File: src/rtl/ooo_loader_pkg.sv
// ooo_loader_pkg: shared loader FSM states, NOP fill instruction and word type
package ooo_loader_pkg;
  typedef enum logic [1:0] {LDR_CLEAR, LDR_LOAD, LDR_RELEASE, LDR_RUN} ldr_state_t;
  localparam logic [31:0] NOP_INSTR = 32'h00000013;
  typedef logic [31:0] word_t;
endpackage

File: src/rtl/imem_stream_loader_packer.sv
// imem_byte_packer: gathers LSB-first stream bytes into 32-bit words and flags a word cut short by the last byte
module imem_byte_packer
  import ooo_loader_pkg::*;
(
  input  logic       clk,
  input  logic       rst,
  input  logic       en,
  input  logic [7:0] data,
  input  logic       last,
  output word_t      word,
  output logic       done,
  output logic       partial
);
  logic [1:0]  r_idx;
  logic [23:0] r_lanes;
  assign word = {data, r_lanes};
  assign done = en && r_idx == 2'd3;
  assign partial = en && last && r_idx != 2'd3;
  always_ff @(posedge clk) begin
    if (rst) begin
      r_idx <= '0;
      r_lanes <= '0;
    end else if (en) begin
      r_idx <= last ? 2'd0 : r_idx + 2'd1;
      r_lanes <= {data, r_lanes[23:8]};
    end
  end
endmodule

File: src/rtl/imem_stream_loader.sv
// imem_stream_loader: NOP-fills the instruction BRAM, packs a byte stream into it, then releases core reset (IMEM_LOADER_CHECKSUM_EN adds a word checksum)
module imem_stream_loader
  import ooo_loader_pkg::*;
#(
  parameter int    ADDR_W   = 9,
  parameter word_t NOP_WORD = NOP_INSTR,
  parameter int    RST_HOLD = 10
) (
  input  logic              clk,
  input  logic              rst,
  input  logic              byte_valid,
  input  logic [7:0]        byte_data,
  input  logic              byte_last,
  output logic              byte_ready,
  output logic              mem_we,
  output logic [ADDR_W-1:0] mem_addr,
  output word_t             mem_wdata,
  output logic              core_rst,
  output logic              load_done,
  output logic [ADDR_W:0]   word_count,
  output logic              overflow,
  output logic              partial,
  output word_t             checksum
);
  localparam int HOLD_W = $clog2(RST_HOLD + 1);
  ldr_state_t        r_state, w_next;
  logic [ADDR_W-1:0] r_fill;
  logic [HOLD_W-1:0] r_hold;
  logic              r_fin, w_acc, w_full, w_done, w_part;
  word_t             w_word;
  assign byte_ready = r_state == LDR_LOAD && !r_fin;
  assign core_rst = r_state != LDR_RUN;
  assign load_done = r_state == LDR_RUN;
  assign w_acc = byte_valid && byte_ready;
  assign w_full = word_count[ADDR_W];
  imem_byte_packer u_packer (
    .clk     (clk),
    .rst     (rst),
    .en      (w_acc && !w_full),
    .data    (byte_data),
    .last    (byte_last),
    .word    (w_word),
    .done    (w_done),
    .partial (w_part)
  );
  always_comb begin
    w_next = r_state;
    w_next = (r_state == LDR_CLEAR && r_fill == '1) ? LDR_LOAD :
             (r_state == LDR_LOAD && r_fin) ? LDR_RELEASE :
             (r_state == LDR_RELEASE && r_hold == HOLD_W'(RST_HOLD - 1)) ? LDR_RUN : r_state;
  end
  always_ff @(posedge clk) begin
    if (rst) r_state <= LDR_CLEAR;
    else r_state <= w_next;
  end
  always_ff @(posedge clk) begin
    if (rst) begin
      mem_we <= 1'b0;
      mem_addr <= '0;
      mem_wdata <= '0;
      word_count <= '0;
      overflow <= 1'b0;
      partial <= 1'b0;
      r_fill <= '0;
      r_fin <= 1'b0;
      r_hold <= '0;
    end else begin
      mem_we <= r_state == LDR_CLEAR || w_done;
      if (r_state == LDR_CLEAR) begin
        mem_addr <= r_fill;
        mem_wdata <= NOP_WORD;
        r_fill <= r_fill + 1'b1;
      end
      if (w_done) begin
        mem_addr <= word_count[ADDR_W-1:0];
        mem_wdata <= w_word;
        word_count <= word_count + 1'b1;
      end
      overflow <= overflow || (w_acc && w_full);
      partial <= partial || w_part;
      r_fin <= r_fin || (w_acc && byte_last);
      r_hold <= r_state == LDR_RELEASE ? r_hold + 1'b1 : '0;
    end
  end
`ifdef IMEM_LOADER_CHECKSUM_EN
  always_ff @(posedge clk) checksum <= rst ? '0 : w_done ? checksum + w_word : checksum;
`else
  assign checksum = '0;
`endif
endmodule

File: config.mk
export PLATFORM = sky130hd
export DESIGN_NAME = imem_stream_loader
export DESIGN_NICKNAME = d
export VERILOG_FILES = /design/src/rtl/ooo_loader_pkg.sv /design/src/rtl/imem_stream_loader_packer.sv /design/src/rtl/imem_stream_loader.sv
export SDC_FILE = /design/constraint.sdc
export NUM_CORES = 1
export LEC_CHECK = 0
export BUFFER_PORTS_ARGS = -buffer_cell sky130_fd_sc_hd__buf_2
export CAP_MARGIN = 20
export CORE_ASPECT_RATIO = 1.2
export CORE_MARGIN = 4
export CORE_UTILIZATION = 53
export DETAILED_ROUTE_END_ITERATION = 8
export PLACE_DENSITY = 0.8
export SKIP_CTS_REPAIR_TIMING = 1
export SLEW_MARGIN = 25
export SYNTH_ARGS = -nofsm -noshare
export SYNTH_HDL_FRONTEND = slang
export SYNTH_SLANG_ARGS = --single-unit
File: constraint.sdc
create_clock -name clk -period 2.73 [get_ports clk]
set_clock_uncertainty 0.15 [all_clocks]
set_input_delay 0.546 -clock clk [delete_from_list [all_inputs] [get_ports clk]]
set_output_delay 0.546 -clock clk [all_outputs]
set_load 0.02 [all_outputs]
==> run metrics, run 1 <==
status=complete, no violations; number of synthesized flops with an enable pin=0; VDD IR max=~470 uV; largest net degree at the start of global routing=between 50 and 60; Slew HR=between 30% and 40%; clk slew on worst S/H paths=~0.1 ns; FP Rows=34; Pwr Density=approximately 570 nW/um^2; top cell type's share of synthesized area=between 40% and 50%; fmax=414 MHz; R2R cell count=4; Hold Path Stages=3; post-synthesis cell area=roughly 4000 um^2; Setup crit end kind=output port; startpoint types=flop; synth unique cells=41; vias per cell=~5.4; Seq pwr share=55.7%; minimum clock period after layout=2.42 ns; TritonCTS buffer count=9; Pins Over Slew Limit=0; Die X=approximately 87 um; layout cell share with drive strength beyond 1=19.2%; most common cell in the netlist=nand2_1; final setup vio count=0; Post-Syn Area per Cell=around 8.3 um^2; global-route wire length before repair=14000 um; final net count=~550; post-route total power=between 0.002 and 0.003 W; gr usage total=between 10% and 20%; CP Data Required Time=between 2 and 2.5 ns; Clock Sinks=96; Finished Core Util=61.0%; Internal Pwr Total=0.00195 W; Leakage=between 1.5 and 2 nW; DRC errors left=0; CTS tree=yes; P_sw=about 0.00059 W; synth warn=0; CTS root buf=clkbuf_8; R2R setup slack=approximately 0.53 ns; Yosys reg bits=between 90 and 100; Min-Delay Path Class=in -> reg; PortBufs=68; Commonest cells post-synth=nand2_1 (106), dfxtp_1 (96), a21oi_1 (63); Layout area overhead=11.6%; sum of negative setup slack=0 ns; RSZ-0062 raised after global routing=false; routed wire length=~9000 um; final hold viol count=0; dominant cells by area after synthesis=dfxtp_1 (48%), nand2_1 (10%), a21oi_1 (7.9%), buf_4 (6.2%), nand3_1 (4.4%); htree depth=3; initial antenna violation count=0; die area=around 9000 um^2; Syn Inst Count=~480; Period Utilization, post-route=a little under 90%; CP Max Fanout=9; vias in the first global route=between 2000 and 3000; GPL Wtd Cong=between 0.8 and 0.9; remaining antenna violation count after routing=0; Comb pwr share=between 4 and 5%; max cap viols=0; Initial Utilization=between 50% and 60%; Slew @ Worst Pin=0.952 ns; 1st-pass router iterations=4; total global routing overflow=0; top_reg_cell synth=dfxtp_1; placed wire-length estimate=roughly 6100 um; type of the worst setup path=reg -> out; fin worst setup slack=between 0.3 and 0.4 ns; post-synth top area cell=dfxtp_1; Clock Power Share=between 30% and 40%; core area=between 7000 and 8000 um^2; drt initial violations=between 100 and 150; Die Y-Extent=a little over 100 um; wire length per cell=between 10 and 15 um; diode count=0; CTS Buffer Depth=2; ys async rst share=0%; Clock Latency Late Sink=roughly 0.36 ns; register area share after synthesis=48.3%; Switching Fraction=23.3%; io pins=around 100; pre-CTS setup slack=0.404 ns; Critical Path AT=about 1.7 ns; vias=around 3400
sequential cells by signal (all words and copies together), names as in the netlist:
name,cells
partial,1
u_packer.r_idx,2
mem_addr,9
overflow,1
mem_wdata,32
r_fin,1
r_hold,4
r_fill,9
word_count,10
u_packer.r_lanes,24
r_state,2
mem_we,1
area by class of cell:
class                           count  area, um^2
Fill cell                         659        2830
Multi-Input combinational cell    344        1760
Clock buffer                        9         124
Clock inverter                      6        93.8
Timing Repair Buffer               75         405
Sequential cell                    96        1920
Inverter                            7        26.3
Tap cell                           90         113
worst max-delay path, stage by stage (launching register included):
cell	delay, ns
dfxtp_1	0.47
or3b_1	0.40
buf_4	0.18
inv_1	0.12
buf_2	0.18
layout by cell type (no fill, tap or decap), types with 3 or more instances in the layout:
cell      instances
buf_2            68
a31oi_1           6
inv_1             7
a21oi_1          63
xnor2_1          10
clkbuf_8          9
ha_1              6
nand4_1           3
buf_4             6
a311oi_2          6
nor2_1           35
conb_1           32
nor3_1           10
nand3_1          35
xor2_1            4
or3_1             3
dfxtp_1          96
nand2_1         106
per-layer routing:
layer / up-vias / wire length, um / global-route usage [%]
met5: - / 0 / 0
met4: 0 / 179 / 9.11
met3: 14 / 479 / 5.28
met2: 94 / 4550 / 34.1
met1: 1612 / 3670 / 23.4
li1: 1650 / - / -
power by group through the flow:
stage                     Combinational, W  Clock (W)  Sequential, W
after floorplan                   0.000108          0        0.00145
after global placement            0.000107          0        0.00145
after detailed placement          0.000109          0        0.00145
after CTS                         0.000109    0.00103        0.00142
after global routing              0.000120    0.00110        0.00142
final                             0.000110    0.00101        0.00142
worst paths after layout:
path | startpoint | endpoint
setup / recovery | r_state[0]$_SDFFE_PP0P_ | byte_ready
setup reg to reg | r_state[0]$_SDFFE_PP0P_ | mem_addr[0]$_SDFFE_PP0P_
hold / removal | byte_data[4] | mem_wdata[28]$_SDFFE_PP0P_
hold reg to reg | u_packer.r_lanes[6]$_SDFFE_PP0P_ | mem_wdata[6]$_SDFFE_PP0P_
cell families (layout without fill, tap and decap cells):
logic type / after synthesis / count (layout) / share of synthesized area [%]
compound gates: 82 / 82 / 12.6
xor+xnor: 14 / 14 / 3.08
other cells: 1 / 32 / 0.0943
buf+inv: 70 / 97 / 10.4
fa+ha+maj: 6 / 6 / 1.89
flops: 96 / 96 / 48.3
simple gates: 210 / 210 / 23.6
through the flow:
step / instance area (um^2) / std cells / hold WS [ns]
2_1_floorplan: 4090 / 510 / 0.282
3_3_place_gp: 4220 / 612 / 0.292
3_5_place_dp: 4220 / 612 / 0.295
4_1_cts: 4440 / 627 / 0.262
5_1_grt: 4440 / 627 / 0.263
6_report: 4440 / 627 / 0.275
(Power assumes the default switching activity.)
==> run 2: changes to the inputs <==
==> constraint.sdc (replaced) <==
create_clock -name clk -period 2.4 [get_ports clk]
set_clock_uncertainty 0.15 [all_clocks]
set_input_delay 0.48 -clock clk [delete_from_list [all_inputs] [get_ports clk]]
set_output_delay 0.48 -clock clk [all_outputs]
set_load 0.02 [all_outputs]
==> run 2 against run 1 <==
  * Via count shrank 0.15%
  * Critical path type unchanged
  * Sequential share of layout area is the same
  * Routed wire length up 0.32%
  * Combinational power rose by 14%
  * Non-clock buffer count rose by 2
  * Final cell count increased by 0.48%
  * Sequential cell count did not move
  * Register-to-register slack got worse by 0.12 ns
  * Count of clock-buffer cells in the layout unchanged
  * Clock power hardly changed
  * Setup slack worse by 0.22 ns
==> run metrics, run 2 (same netlist as run 1, synthesis figures left out) <==
Layout area overhead=11.6%; FP Rows=34; vias in the first global route=between 3000 and 4000; Finished Core Util=roughly 60%; Critical Path Source=r_state[0]$_SDFFE_PP0P_; critical path's largest stage delay=roughly 0.49 ns; largest net degree at the start of global routing=52; Filler cells=between 600 and 700; RR Startpoint=r_state[0]$_SDFFE_PP0P_; P_sw=about 0.0007 W; final setup vio count=0; vias=~3400; TritonCTS buffer count=9; initial antenna violation count=0; Internal Pwr Total=between 0.002 and 0.0025 W; Setup crit end kind=output port; Comb pwr share=under 10%; Largest Register=mem_wdata; Switching Fraction=between 20 and 30%; clk slew on worst S/H paths=around 0.1 ns; core area=between 7000 and 8000 um^2; most frequent cells in the layout=nand2_1 (106), dfxtp_1 (96), buf_2 (68); Die X=87.1 um; R2R cell count=5; final net count=between 500 and 600; Slew HR=64.7%; startpoint types=flop; Critical R2R Capture=mem_addr[4]$_SDFFE_PP0P_; Endpoint, Worst Hold=mem_wdata[29]$_SDFFE_PP0P_; final instance area=4440 um^2; CTS root buf=clkbuf_8; placed cell count=about 610; Seq pwr share=between 50 and 60%; CP Max Fanout=10; CP Data Required Time=around 1.8 ns; type of the worst setup path=reg -> out; Leakage=~1.8 nW; CTS Buffer Depth=2; VDD IR max=roughly 380 uV; diode count=0; fmax=between 400 and 500 MHz; Pins Over Slew Limit=0; Period Utilization, post-route=96.0%; placed wire-length estimate=around 6100 um; remaining antenna violation count after routing=0; hold_sp=byte_data[5]; R2R setup slack=0.41 ns; Min-Delay Path Class=in -> reg; Clock Sinks=96; minimum clock period after layout=between 2 and 2.5 ns; Clock Latency Late Sink=about 0.36 ns; worst path bufs/invs=2; PortBufs=roughly 70; worst-path cell with the longest stage delay=or3b_4; global-route wire length before repair=approximately 14000 um; Die Y-Extent=103 um; area of the multi-input gates=1760 um^2; Slew @ Worst Pin=0.529 ns; RSZ-0062 raised after global routing=false; io pins=roughly 100; FF+latch area=around 1900 um^2; DRC errors left=0; drt initial violations=around 180; 1st-pass router iterations=4; wire length per cell=approximately 14 um; layout cell share with drive strength beyond 1=between 15 and 20%; critical path depth=3; routed wire length=around 8900 um; max FFs per register=32; worst path cell trace=or3b_4 > inv_1 > buf_2; CTS tree=yes; Pwr Density=approximately 600 nW/um^2; Clock Power Share=a little over a third; htree depth=3; most common cell after layout, fill and taps aside=nand2_1; final hold viol count=0; GPL Wtd Cong=0.841; Initial Utilization=roughly 55%; total global routing overflow=0; sum of negative setup slack=0 ns; critical path's top delay family=simple AND/OR/NAND/NOR gates; max cap viols=0; vias per cell=roughly 5.3; Hold Path Stages=3; die area=approximately 9000 um^2; post-place instance area=roughly 4300 um^2; Cell Count, Final, Fillers Out=630; gr usage total=20.2%; status=complete, no violations; biggest regs=mem_wdata x32, u_packer.r_lanes x24, word_count x10; Critical Path AT=about 1.7 ns
==> run 2: final cells by class <==
cell class                 instances  area share (%)
tap                               90            2.54
clock buffer                       9            2.79
timing repair buffer              77            9.75
inverter                           7           0.592
multi-input combinational        344            39.6
clock inverter                     7            1.44
sequential                        96            43.3
==> run 2: metrics by stage <==
| step | setup WS (ns) | total power (W) | hold WS, ns |
|---|---|---|---|
| after floorplan | 0.464 | 0.00178 | 0.282 |
| after global placement | 0.414 | 0.00177 | 0.292 |
| after detailed placement | 0.314 | 0.00177 | 0.299 |
| after CTS | -0.0212 | 0.00275 | 0.206 |
| after global routing | 0.0160 | 0.00284 | 0.217 |
| final | 0.0952 | 0.00274 | 0.217 |
==> run 2: worst max-delay path by stage <==
stage / to / slack (ns)
final: byte_ready / 0.1
after global routing: byte_ready / 0.02
after CTS: byte_ready / -0.02
after detailed placement: mem_addr[4]$_SDFFE_PP0P_ / 0.31
after global placement: mem_addr[5]$_SDFFE_PP0P_ / 0.41
after floorplan: u_packer.r_idx[0]$_SDFFE_PP0P_ / 0.46
==> run 2: layer usage <==
metal  up-vias  wire length (um)  GRT usage (%)  share of wire, %
li1       1654                 -              -                 -
met1      1592              3790           24.8                43
met2        98              4380           34.2                49
met3        21               483           3.68               5.4
met4         0               251           9.59               2.8
met5         -                 0              0                 0
==> run 2: power groups by stage <==
| stage | Combinational, W | Clock (W) | Sequential [W] |
|---|---|---|---|
| 6_report | 0.000125 | 0.000999 | 0.00161 |
| 5_1_grt | 0.000137 | 0.00109 | 0.00161 |
| 4_1_cts | 0.000124 | 0.00102 | 0.00161 |
| 3_5_place_dp | 0.000123 | 0 | 0.00165 |
| 3_3_place_gp | 0.000123 | 0 | 0.00165 |
| 2_1_floorplan | 0.000123 | 0 | 0.00165 |
==> run 2: tightest hold or removal path: stages <==
cell and delay [ns]:
buf_2 0.11, nand2_1 0.05, a21oi_1 0.05
==> run 3: changes to the inputs <==
--- a/config.mk
+++ b/config.mk
@@ -5,13 +5,13 @@
 export SDC_FILE = /design/constraint.sdc
 export NUM_CORES = 1
 export LEC_CHECK = 0
-export BUFFER_PORTS_ARGS = -buffer_cell sky130_fd_sc_hd__buf_2
 export CAP_MARGIN = 20
 export CORE_ASPECT_RATIO = 1.2
 export CORE_MARGIN = 4
-export CORE_UTILIZATION = 53
+export CORE_UTILIZATION = 55
 export DETAILED_ROUTE_END_ITERATION = 8
-export PLACE_DENSITY = 0.8
+export DONT_BUFFER_PORTS = 1
+export PLACE_DENSITY = 0.7
 export SKIP_CTS_REPAIR_TIMING = 1
 export SLEW_MARGIN = 25
 export SYNTH_ARGS = -nofsm -noshare
==> run 3 against run 2 <==
  * Cell area fell by 7.6%
  * Setup slack got worse by 0.0028 ns
  * Critical endpoint unchanged
  * Highest routed layer unchanged
  * Largest power group unchanged
  * Die area fell by 3.3%
  * Core utilization fell by 1.9 points
  * Worst hold slack got worse by 0.18 ns
  * Critical path depth fell by 1
  * Clock power rose by 13%
  * Register-to-register slack got worse by 0.15 ns
  * Maximum frequency fell by 0.12%
  * Combinational power fell by 47%
  * Via count fell by 11%
  * Non-clock buffer count fell by 67
==> run metrics, run 3 (same netlist as run 1, synthesis figures left out) <==
status=complete, no violations; Comb pwr share=under 10%; core area=6940 um^2; Layout area overhead=3.11%; Pwr Density=a little under 700 nW/um^2; Hold Worst Slack=approximately 0.035 ns; CP Max Fanout=10; post-route total power=between 0.002 and 0.003 W; initial antenna violation count=0; Switching Fraction=21.8%; remaining antenna violation count after routing=0; final net count=just under 500; final setup vio count=0; Period Utilization, post-route=a little over nine tenths; CTS root buf=clkbuf_8; io pins=101; P_sw=about 0.00062 W; placed wire-length estimate=a little under 6000 um; critical path's largest stage delay=about 0.56 ns; Largest Register=mem_wdata; global-route wire length before repair=~14000 um; fin worst setup slack=about 0.092 ns; startpoint types=flop; vias in the first global route=roughly 2700; max FFs per register=32; type of the worst setup path=reg -> out; Die Y-Extent=slightly above 100 um; worst path cell trace=or3b_1 > inv_1; minimum clock period after layout=between 2 and 2.5 ns; routed wire length=just under 9000 um; worst path bufs/invs=1; diode count=0; clk slew on worst S/H paths=roughly 0.09 ns; drt initial violations=around 130; Seq pwr share=roughly 57%; Pins Over Slew Limit=0; CP Data Required Time=approximately 1.8 ns; Filler cells=between 600 and 700; fmax=about 430 MHz; 1st-pass router iterations=4; Initial Utilization=a little under three fifths; Leakage=around 1.4 nW; Clock Power Share=about 40%; vias=around 3000; hold_sp=rst; largest net degree at the start of global routing=96; CTS tree=yes; layout cell share with drive strength beyond 1=7.82%; Critical Path AT=between 1.5 and 2 ns; RR Startpoint=r_state[0]$_SDFFE_PP0P_; DRC errors left=0; most frequent cells in the layout=nand2_1 (106), dfxtp_1 (96), a21oi_1 (63); Finished Core Util=just under 60%; gr usage total=between 10% and 20%; Min-Delay Path Class=in -> reg; TritonCTS buffer count=9; wire length per cell=~15 um; CTS Buffer Depth=2; vias per cell=5.37; PortBufs=0; die area=around 8700 um^2; final hold viol count=0; Critical Path Source=r_state[0]$_SDFFE_PP0P_; htree depth=3; Clock Latency Late Sink=about 0.35 ns; VDD IR max=about 510 uV; FP Rows=33; Clock Sinks=between 90 and 100; biggest regs=mem_wdata x32, u_packer.r_lanes x24, word_count x10; sum of negative setup slack=0 ns; most common cell after layout, fill and taps aside=nand2_1; max cap viols=0; pre-CTS setup slack=roughly 0.27 ns; Die X=between 80 and 90 um; critical path's top delay family=simple AND/OR/NAND/NOR gates; total global routing overflow=0; GPL Wtd Cong=between 0.8 and 0.9; Internal Pwr Total=~0.0022 W; worst-path cell with the longest stage delay=or3b_1; Setup crit end kind=output port; RSZ-0062 raised after global routing=false
[run 3: cell types whose count changed in the layout (fill, tap and decap cells not counted), sizes merged]
cell / delta
clkbuf: +2
bufinv: +2
inv: -3
clkinvlp: -1
buf: -67
[run 3: final timing paths]
kind,to,slack (ns),cells after the start
setup / recovery,byte_ready,0.09,2
hold / removal,mem_addr[8]$_SDFFE_PP0P_,0.04,1
setup reg to reg,mem_addr[6]$_SDFFE_PP0P_,0.26,5
hold reg to reg,mem_wdata[6]$_SDFFE_PP0P_,0.31,2
[run 3: layer usage]
metal	vias up	global-route usage (%)	wire length (um)
met5	-	0	0
met2	83	32.4	4250
met4	0	7.67	149
li1	1524	-	-
met1	1387	23.9	3650
met3	15	5.94	600
[run 3: final cells by class]
type	instances	area (um^2)	share of cell area [%]
sequential	96	1920	46.9
multi-input combinational	344	1760	42.8
tap	87	109	2.65
clock inverter	5	81.3	1.98
inverter	7	26.3	0.641
timing repair buffer	10	75.1	1.83
clock buffer	11	131	3.20
[run 3: through the flow]
| step | cells | cell area [um^2] |
|---|---|---|
| 2_1_floorplan | 510 | 4090 |
| 3_3_place_gp | 544 | 3890 |
| 3_5_place_dp | 544 | 3890 |
| 4_1_cts | 560 | 4100 |
| 5_1_grt | 560 | 4100 |
| 6_report | 560 | 4100 |
[run 3: power by group through the flow]
stage	sequential, W	clock (W)	combinational [W]
finish	0.00162	0.00113	0.0000667
floorplan	0.00165	0	0.000123
global route	0.00162	0.00122	0.0000730
detailed placement	0.00166	0	0.0000655
global placement	0.00166	0	0.0000649
CTS	0.00162	0.00114	0.0000655
